<file path="src/rtl/linebuf_sched_if.sv">
// Signal bundle between linebuf_sched and its pixel source, line buffer, convolver and status sink.
// master = environment side, slave = scheduler side.
interface linebuf_sched_if #(
  parameter int BIT_DEPTH = 8,
  parameter int COLS      = 28,
  parameter int IMG_ROWS  = 28
);
  localparam int COL_W = (COLS > 1) ? $clog2(COLS) : 1;
  localparam int ROW_W = (IMG_ROWS > 1) ? $clog2(IMG_ROWS) : 1;

  logic                 frame_start;
  logic [1:0]           stride;
  logic                 pix_valid;
  logic [BIT_DEPTH-1:0] pix_data;
  logic                 pix_ready;
  logic                 lb_wr_en;
  logic [1:0]           lb_row_sel;
  logic [COL_W-1:0]     lb_col;
  logic [BIT_DEPTH-1:0] lb_data;
  logic                 conv_start;
  logic [1:0]           conv_stride;
  logic [1:0]           conv_top_slot;
  logic                 conv_done;
  logic                 busy;
  logic                 frame_done;
  logic [ROW_W-1:0]     out_row;
  logic                 err;

  modport master (
    output frame_start, stride, pix_valid, pix_data, conv_done,
    input  pix_ready, lb_wr_en, lb_row_sel, lb_col, lb_data,
           conv_start, conv_stride, conv_top_slot, busy, frame_done, out_row, err
  );

  modport slave (
    input  frame_start, stride, pix_valid, pix_data, conv_done,
    output pix_ready, lb_wr_en, lb_row_sel, lb_col, lb_data,
           conv_start, conv_stride, conv_top_slot, busy, frame_done, out_row, err
  );
endinterface

</file>
<file path="src/rtl/linebuf_sched.sv">
// Three-row line-buffer fill/convolve scheduler for a raster pixel stream, stride 1 or 2.
// Optional conv_done watchdog: define LINEBUF_SCHED_TIMEOUT_EN.
module linebuf_sched #(
  parameter int BIT_DEPTH      = 8,
  parameter int COLS           = 28,
  parameter int IMG_ROWS       = 28,
  parameter int TIMEOUT_CYCLES = 1024
) (
  input  logic           clk,
  input  logic           rst,
  linebuf_sched_if.slave bus
);
  localparam int COL_W   = (COLS > 1) ? $clog2(COLS) : 1;
  localparam int ROW_W   = (IMG_ROWS > 1) ? $clog2(IMG_ROWS) : 1;
  localparam int LAST_S1 = IMG_ROWS - 3;
  localparam int LAST_S2 = (IMG_ROWS - 3) / 2;

  typedef enum logic [2:0] {IDLE, FILL, CONV, WAIT, REFILL} state_t;

  state_t           state, state_next;
  logic [COL_W-1:0] col;
  logic [1:0]       wr_slot, top_slot, rows;
  logic             stride2;
  logic [ROW_W-1:0] out_row;
  logic             frame_done;
  logic             pix_ready, accept, row_done, last_pass, timeout;
  logic             conv_start;
  logic [1:0]       conv_stride, conv_top_slot;

  function automatic logic [1:0] slot_inc(input logic [1:0] s);
    return (s == 2'd2) ? 2'd0 : s + 2'd1;
  endfunction

  assign pix_ready = (state == FILL) || (state == REFILL);
  assign accept    = bus.pix_valid && pix_ready;
  assign row_done  = accept && (col == COL_W'(COLS - 1));
  assign last_pass = out_row == (stride2 ? ROW_W'(LAST_S2) : ROW_W'(LAST_S1));

  always_ff @(posedge clk) begin
    if (rst) state <= IDLE;
    else     state <= state_next;
  end

  // NOTE: every signal written here gets a default first, so no path can infer a latch.
  always_comb begin
    state_next    = state;
    conv_start    = 1'b0;
    conv_stride   = 2'd0;
    conv_top_slot = 2'd0;
    unique case (state)
      IDLE:   if (bus.frame_start) state_next = FILL;
      FILL:   if (row_done && rows == 2'd2) state_next = CONV;
      REFILL: if (row_done && rows == {1'b0, stride2}) state_next = CONV;
      CONV: begin
        conv_start    = 1'b1;
        conv_stride   = stride2 ? 2'd2 : 2'd1;
        conv_top_slot = top_slot;
        state_next    = WAIT;
      end
      WAIT: begin
        if (bus.conv_done) state_next = last_pass ? IDLE : REFILL;
        else if (timeout)  state_next = IDLE;
      end
      default: state_next = IDLE;
    endcase
  end

  // NOTE: registered state is updated with non-blocking assignments so every flop samples pre-edge values.
  always_ff @(posedge clk) begin
    if (rst) begin
      col        <= '0;
      wr_slot    <= '0;
      top_slot   <= '0;
      rows       <= '0;
      stride2    <= 1'b0;
      out_row    <= '0;
      frame_done <= 1'b0;
    end else begin
      frame_done <= 1'b0;
      if (state == IDLE && bus.frame_start) begin
        stride2  <= (bus.stride == 2'd2);
        col      <= '0;
        wr_slot  <= '0;
        top_slot <= '0;
        rows     <= '0;
        out_row  <= '0;
      end
      if (accept) begin
        if (row_done) begin
          col     <= '0;
          wr_slot <= slot_inc(wr_slot);
          rows    <= (state_next == CONV) ? 2'd0 : rows + 2'd1;
          // Each freshly written row retires the oldest row of the window.
          if (state == REFILL) top_slot <= slot_inc(top_slot);
        end else begin
          col <= col + COL_W'(1);
        end
      end
      if (state == WAIT && bus.conv_done) begin
        if (last_pass) begin
          out_row    <= '0;
          frame_done <= 1'b1;
        end else begin
          out_row <= out_row + ROW_W'(1);
        end
      end
    end
  end

`ifdef LINEBUF_SCHED_TIMEOUT_EN
  localparam int TMR_W = $clog2(TIMEOUT_CYCLES + 1);
  logic [TMR_W-1:0] wait_cnt;
  logic             err;

  // wait_cnt holds cycles elapsed since the conv_start cycle.
  assign timeout = (state == WAIT) && (wait_cnt == TMR_W'(TIMEOUT_CYCLES - 1));

  always_ff @(posedge clk) begin
    if (rst) begin
      wait_cnt <= '0;
      err      <= 1'b0;
    end else begin
      err <= timeout && !bus.conv_done;
      if (state == CONV)      wait_cnt <= TMR_W'(1);
      else if (state == WAIT) wait_cnt <= wait_cnt + TMR_W'(1);
    end
  end

  assign bus.err = err;
`else
  assign timeout = 1'b0;
  assign bus.err = 1'b0;
`endif

  assign bus.pix_ready     = pix_ready;
  assign bus.lb_wr_en      = accept;
  assign bus.lb_row_sel    = wr_slot;
  assign bus.lb_col        = col;
  assign bus.lb_data       = pix_ready ? bus.pix_data : '0;
  assign bus.conv_start    = conv_start;
  assign bus.conv_stride   = conv_stride;
  assign bus.conv_top_slot = conv_top_slot;
  assign bus.busy          = (state != IDLE);
  assign bus.frame_done    = frame_done;
  assign bus.out_row       = out_row;
endmodule

</file>
<file path="src/flat_wrapper.sv">
// flat-port wrapper written by rule: the top's interface ports become plain ports
module linebuf_sched_flat 
#(
  parameter int BIT_DEPTH      = 8,
  parameter int COLS           = 28,
  parameter int IMG_ROWS       = 28,
  parameter int TIMEOUT_CYCLES = 1024
)
  (clk, rst, bus_frame_start, bus_stride, bus_pix_valid, bus_pix_data, bus_conv_done, bus_pix_ready, bus_lb_wr_en, bus_lb_row_sel, bus_lb_col, bus_lb_data, bus_conv_start, bus_conv_stride, bus_conv_top_slot, bus_busy, bus_frame_done, bus_out_row, bus_err);
  linebuf_sched_if #(.BIT_DEPTH(BIT_DEPTH), .COLS(COLS), .IMG_ROWS(IMG_ROWS)) bus_i ();
  input  logic clk;
  input  logic rst;
  input wire logic [$bits(bus_i.frame_start)-1:0] bus_frame_start;
  input wire logic [$bits(bus_i.stride)-1:0] bus_stride;
  input wire logic [$bits(bus_i.pix_valid)-1:0] bus_pix_valid;
  input wire logic [$bits(bus_i.pix_data)-1:0] bus_pix_data;
  input wire logic [$bits(bus_i.conv_done)-1:0] bus_conv_done;
  output wire logic [$bits(bus_i.pix_ready)-1:0] bus_pix_ready;
  output wire logic [$bits(bus_i.lb_wr_en)-1:0] bus_lb_wr_en;
  output wire logic [$bits(bus_i.lb_row_sel)-1:0] bus_lb_row_sel;
  output wire logic [$bits(bus_i.lb_col)-1:0] bus_lb_col;
  output wire logic [$bits(bus_i.lb_data)-1:0] bus_lb_data;
  output wire logic [$bits(bus_i.conv_start)-1:0] bus_conv_start;
  output wire logic [$bits(bus_i.conv_stride)-1:0] bus_conv_stride;
  output wire logic [$bits(bus_i.conv_top_slot)-1:0] bus_conv_top_slot;
  output wire logic [$bits(bus_i.busy)-1:0] bus_busy;
  output wire logic [$bits(bus_i.frame_done)-1:0] bus_frame_done;
  output wire logic [$bits(bus_i.out_row)-1:0] bus_out_row;
  output wire logic [$bits(bus_i.err)-1:0] bus_err;
  assign bus_i.frame_start = bus_frame_start;
  assign bus_i.stride = bus_stride;
  assign bus_i.pix_valid = bus_pix_valid;
  assign bus_i.pix_data = bus_pix_data;
  assign bus_i.conv_done = bus_conv_done;
  assign bus_pix_ready = bus_i.pix_ready;
  assign bus_lb_wr_en = bus_i.lb_wr_en;
  assign bus_lb_row_sel = bus_i.lb_row_sel;
  assign bus_lb_col = bus_i.lb_col;
  assign bus_lb_data = bus_i.lb_data;
  assign bus_conv_start = bus_i.conv_start;
  assign bus_conv_stride = bus_i.conv_stride;
  assign bus_conv_top_slot = bus_i.conv_top_slot;
  assign bus_busy = bus_i.busy;
  assign bus_frame_done = bus_i.frame_done;
  assign bus_out_row = bus_i.out_row;
  assign bus_err = bus_i.err;
  linebuf_sched #(.BIT_DEPTH(BIT_DEPTH), .COLS(COLS), .IMG_ROWS(IMG_ROWS), .TIMEOUT_CYCLES(TIMEOUT_CYCLES)) u_core (.clk(clk), .rst(rst), .bus(bus_i));
endmodule
</file>
<file path="config.mk">
export PLATFORM = sky130hd
export DESIGN_NAME = linebuf_sched_flat
export DESIGN_NICKNAME = d
export VERILOG_FILES = /design/src/rtl/linebuf_sched_if.sv /design/src/rtl/linebuf_sched.sv /design/src/flat_wrapper.sv
export SDC_FILE = /design/constraint.sdc
export NUM_CORES = 1
export LEC_CHECK = 0
export CAP_MARGIN = 20
export CORE_MARGIN = 4
export CORE_UTILIZATION = 45
export CTS_BUF_LIST = sky130_fd_sc_hd__clkbuf_4
export DETAILED_ROUTE_END_ITERATION = 10
export GPL_TIMING_DRIVEN = 0
export PLACE_DENSITY = 0.89
export SLEW_MARGIN = 25
export SYNTH_ARGS = -nofsm -noshare
export SYNTH_HDL_FRONTEND = slang
export SYNTH_SLANG_ARGS = --single-unit
</file>
<file path="constraint.sdc">
create_clock -name clk -period 2.34 [get_ports clk]
set_input_delay 0.234 -clock clk [delete_from_list [all_inputs] [get_ports clk]]
set_output_delay 0.234 -clock clk [all_outputs]
set_load 0.02 [all_outputs]
</file>
Word level (Yosys, flattened, before mapping)
Cells that the tools add are included.
{"block": "totals", "register_bits": 21, "elab_cells": 69, "output_inout_bits": 30}
{"block": "op_classes", "n_bitwise": 1, "eq_ne": 12, "n_reduce_logical": 12, "n_addsub": 5, "muxes": 31}
{"operator": "$mux W2", "n": 16}
{"operator": "$mux W5", "n": 6}
{"operator": "$mux W3", "n": 5}
{"operator": "$pmux W3 S5", "n": 1}
{"operator": "$add A5 B1 Y5 const B", "n": 2}
{"operator": "$eq A3 B2 Y1 const B", "n": 3}
{"operator": "$eq A2 B2 Y1 const B", "n": 4}
{"operator": "$mux W8", "n": 1}
{"operator": "$add A2 B1 Y2 const B", "n": 3}
{"operator": "$logic_and A1 B1 Y1", "n": 6}
{"operator": "$eq A5 B5 Y1", "n": 1}
{"operator": "$eq A5 B5 Y1 const B", "n": 1}
{"operator": "$reduce_bool A2 Y1", "n": 2}
{"operator": "$eq A3 B1 Y1 const B", "n": 1}
{"operator": "$eq A3 B3 Y1 const B", "n": 1}
{"operator": "$logic_not A3 Y1", "n": 1}
{"operator": "$reduce_bool A3 Y1", "n": 1}
{"operator": "$eq A2 B1 Y1", "n": 1}
{"operator": "$mux W1", "n": 2}
{"operator": "$reduce_or A2 Y1", "n": 1}
{"operator": "$logic_or A1 B1 Y1", "n": 1}
{"operator": "$not A1 Y1", "n": 1}

Depth between registers and ports, before layout
Gate-level depths: netlist of the first run.
{"block": "logic_depth", "ltp_word": 11, "mapped_depth": 6, "mapped_depth_nobuf": 6}

Worst setup path after synthesis of the first run
No wires, ideal clock.
{"block": "synth_timing", "kind": "reg2reg", "startpoint": "register u_core.col[0] (netlist: u_core.bus.lb_col[0])", "endpoint": "register u_core.top_slot[0]", "t_arrival_ps": 1743, "path_stages_with_launch": 6, "slack_ps": 527, "required_time_ps": 2270, "path_cell_list": "dfxtp_1 ha_1 and4b_1 nand3_2 or4_1 a21oi_1"}
{"block": "synth_between", "elab_chain_cells": 4}
{"element": "start: declaration", "line_no": "linebuf_sched.sv:21", "rtl": "logic [COL_W-1:0] col;"}
{"element": "start signal: assignment", "line_no": "linebuf_sched.sv:96", "rtl": "col <= col + COL_W'(1);"}
{"element": "$eq A5 B5 Y1", "line_no": "linebuf_sched.sv:36", "rtl": "assign row_done = accept && (col == COL_W'(COLS - 1));"}
{"element": "$logic_and A1 B1 Y1", "line_no": "linebuf_sched.sv:36"}
{"element": "$mux W2", "line_no": "linebuf_sched.sv:89", "rtl": "if (row_done) begin"}
{"element": "$mux W2", "line_no": "linebuf_sched.sv:88", "rtl": "if (accept) begin"}
{"element": "end signal: assignment", "line_no": "linebuf_sched.sv:94", "rtl": "if (state == REFILL) top_slot <= slot_inc(top_slot);"}
{"element": "end: declaration", "line_no": "linebuf_sched.sv:22", "rtl": "logic [1:0] wr_slot, top_slot, rows;"}
Every way passes these cells.
A chain may end at the register's enable or synchronous reset.

Worst setup path in the final report of the first run
{"block": "layout_timing", "startpoint": "register u_core.state[2]", "endpoint": "output bus_conv_top_slot[0]"}
{"block": "layout_between", "elab_chain_cells": 2}
{"element": "start: declaration", "line_no": "linebuf_sched.sv:20", "rtl": "state_t state, state_next;"}
{"element": "start signal: assignment", "line_no": "linebuf_sched.sv:41", "rtl": "else state <= state_next;"}
{"element": "$eq A3 B2 Y1", "line_no": "linebuf_sched.sv:50", "rtl": "unique case (state)"}
{"element": "$mux W2", "line_no": "linebuf_sched.sv:50"}
{"element": "end: declaration", "line_no": "flat_wrapper.sv:25", "rtl": "output wire logic [$bits(bus_i.conv_top_slot)-1:0] bus_conv_top_slot;"}
Every way passes these cells.

==> metrics, run 1 <==
DR iter-0 viols 30; clock slew at reported path FFs 0.12 ns; Crit path largest cell delay 0.60 ns; Required @ worst endpoint 2.11 ns; Syn Nets 156; IO buf count 42; layout cell share with drive strength beyond 1 7.07%; global route overflow 0; Final Critical Period 2.21 ns; Clk pwr share 28.3%; kind of critical path flip-flop to output port; Worst EP arrival 1.98 ns; worst hold path type input pin to flip-flop; CTS sink count 21; most numerous cell in the Yosys netlist dfxtp_1; fin crit share 94.4%; post-synthesis cell count 138; clk_skew 0.00663 ns; Starting Density 47.2%; CTS buffer count 3; Worst Max-Slew Pin Slew 0.816 ns; Hold Fails Final Rpt 0; max frequency 0.453 GHz; DR vias 1208; Core Rows 18; I/O pin cnt 45; leading area contributor after synthesis dfxtp_1; Avg Vias per Cell 5.64; sw power 173 uW; Post-synth ARST share 0%; htree depth 1; Pwr Total 670 uW; Switching Fraction 25.8%; final WL 3000 um; Max VDD drop 0.321 mV; synth top area cells dfxtp_1 36%, and2_1 5.9%, ha_1 3.2%, nand2_1 3.2%, a21oi_1 3.0%; Crit Path Max Fanout 10; Worst-Skew Late Latency 0.31 ns; Post-CTS Hold Buffers 0; Max Slew Vio Count 0; Sequential Power Share 54.3%; DRT Pass-1 Iters 4; Routed wire per std cell 14.0 um; power per cell area 398 nW/um2; CTS tree yes; Die Y-Extent 59.0 um; Commonest cells post-synth 21 x dfxtp_1, 11 x and2_1, 10 x nand2_1, 9 x nor2_1; Pint 497 uW; largest net degree at the start of global routing 12; Worst Setup End Kind output port; Area growth, synth to finish 44.2%; Die Wd 59.0 um; DRC 0; # diodes 0; sequential-to-total area share from yosys stat 36.0%; Nets 203; Rel. slew slack 44.8%; Setup Viol. Count Final 0; Synth Flop Type dfxtp_1; top cell type's share of synthesized area 36.0%; gpl congestion 0.791; number of setup buffers added after CTS 0; synthesized cell area 1170 um2; Avg Inst Size Synth 8.47 um2; setup TNS after final layout 0 ns; initial antenna violation count 0; core area 2480 um2; synthesis warning total 0; RSZ-0062 raised after global routing false; post-synthesis cell type count 43; slowest CP cell clkdlybuf4s50_1; DIE AREA 3480 um2; Longest Clk Path Bufs 2; CP Cell Sequence buf_2 -> nand2b_1 -> nor2_2 -> and2_1 -> clkdlybuf4s50_1; Detail Route Antenna Nets 0; worst hold path stage count 2; power share of the combinational group 17.4%; status completed; CTS root buf clkbuf_4; number of synthesized flops with an enable pin 0; Max-Cap Viols 0; Total Routing Usage GR 18.0%; vias in the first global route 1076; DPL Wire Length 2390 um; R2R depth 5; crit path launch type flip-flop; #FFs+latches synth 21; first-pass GRT wire length 4950 um; leakage power 0.585 nW
-- worst paths after layout --
path | start | endpoint | slack, ns
hold reg to reg | u_core.bus.lb_row_sel[1]$_SDFF_PP0_ | u_core.bus.lb_row_sel[1]$_SDFF_PP0_ | 0.51
setup / recovery | u_core.state[2]$_SDFF_PP0_ | bus_conv_top_slot[0] | 0.13
setup reg to reg | u_core.state[2]$_SDFF_PP0_ | u_core.bus.out_row[3]$_SDFFE_PP0P_ | 0.43
hold / removal | rst | u_core.state[0]$_SDFF_PP0_ | 0.39
-- cell usage in the layout, fill, tap and decap left out, types with 3 or more instances in the layout --
cell type and count:
a21oi_1 7, and2_1 11, buf_4 3, clkbuf_4 4, clkdlybuf4s50_1 42, dfxtp_1 21
ha_1 3, nand2_1 10, nand3_1 7, nand3b_1 4, nor2_1 7, nor2b_1 5
nor3_1 6, nor4bb_1 3, o21ai_0 7, or3_1 3, or4_1 3
-- registers in the layout, summed over array words and instances, names as in the netlist --
name and flops:
u_core.bus.frame_done 1, u_core.rows 2, u_core.state 3, u_core.top_slot 2
u_core.stride2 1, u_core.bus.lb_col 5, u_core.bus.lb_row_sel 2, u_core.bus.out_row 5
-- worst max-delay path, delay by kind of cell, from the launching register on --
kind / cells / cell delay [ns]
buffers and inverters: 2 / 0.79
flip-flops: 1 / 0.34
AND/OR/NAND/NOR: 3 / 0.54
-- through the flow --
stage                     cell area (um2)  utilization (%)  hold slack, ns  setup WS, ns  cells
after floorplan                      1170                -           0.400         0.527    138
after detailed placement             1630             65.7           0.484         0.177    210
after CTS                            1670             67.3           0.390        0.0226    214
final                                1690             68.0           0.395         0.130    214
after global placement               1630             65.7           0.475         0.203    210
after global routing                 1690             68.0           0.466       0.00406    214
-- logic make-up after synthesis --
group | count (synthesis) | share of synthesized area, %
xor gates and xnor gates | 4 | 3.00
other | 1 | 0.321
DFF | 21 | 36.0
buffers and inverters | 8 | 3.64
muxes | 1 | 0.857
AOI/OAI and AO/OA | 31 | 18.6
adders and majority gates | 3 | 3.21
and+or+nand+nor | 69 | 34.4
-- power groups by stage --
stage	clock network [mW]	registers [mW]	logic, mW
after global routing	0.201	0.365	0.126
after detailed placement	0	0.372	0.112
after global placement	0	0.372	0.110
final	0.190	0.364	0.117
after CTS	0.189	0.364	0.114
after floorplan	0	0.373	0.0554
-- final cells by class --
cell class / instances / area, um2
Sequential cell: 21 / 420
Buffer: 6 / 35.0
Multi-Input combinational cell: 109 / 734
Inverter: 2 / 7.51
Clock buffer: 4 / 30.0
Tap cell: 30 / 37.5
Timing Repair Buffer: 42 / 420
Fill cell: 208 / 792
-- layer usage --
layer  track usage, %  part of all wire [%]  vias up
met4             3.88                   1.2        0
met3             2.41                   3.5        5
li1                 -                     -      604
met5                0                     0        -
met1             24.3                    42      575
met2             30.4                    53       24
-- timing repair --
item                       in CTS  in global routing
setup endpoints to repair       9                 11
resized for setup               2                  3
pin swaps                       0                  0
Note: power is estimated with default switching activity, not from simulation.
==> run 2, diff against run 1 <==
GPL_ROUTABILITY_DRIVEN = 0   (was not set)
==> results of run 2 <==
No change in the layout: final DEF, timing and power equal those of run 1.
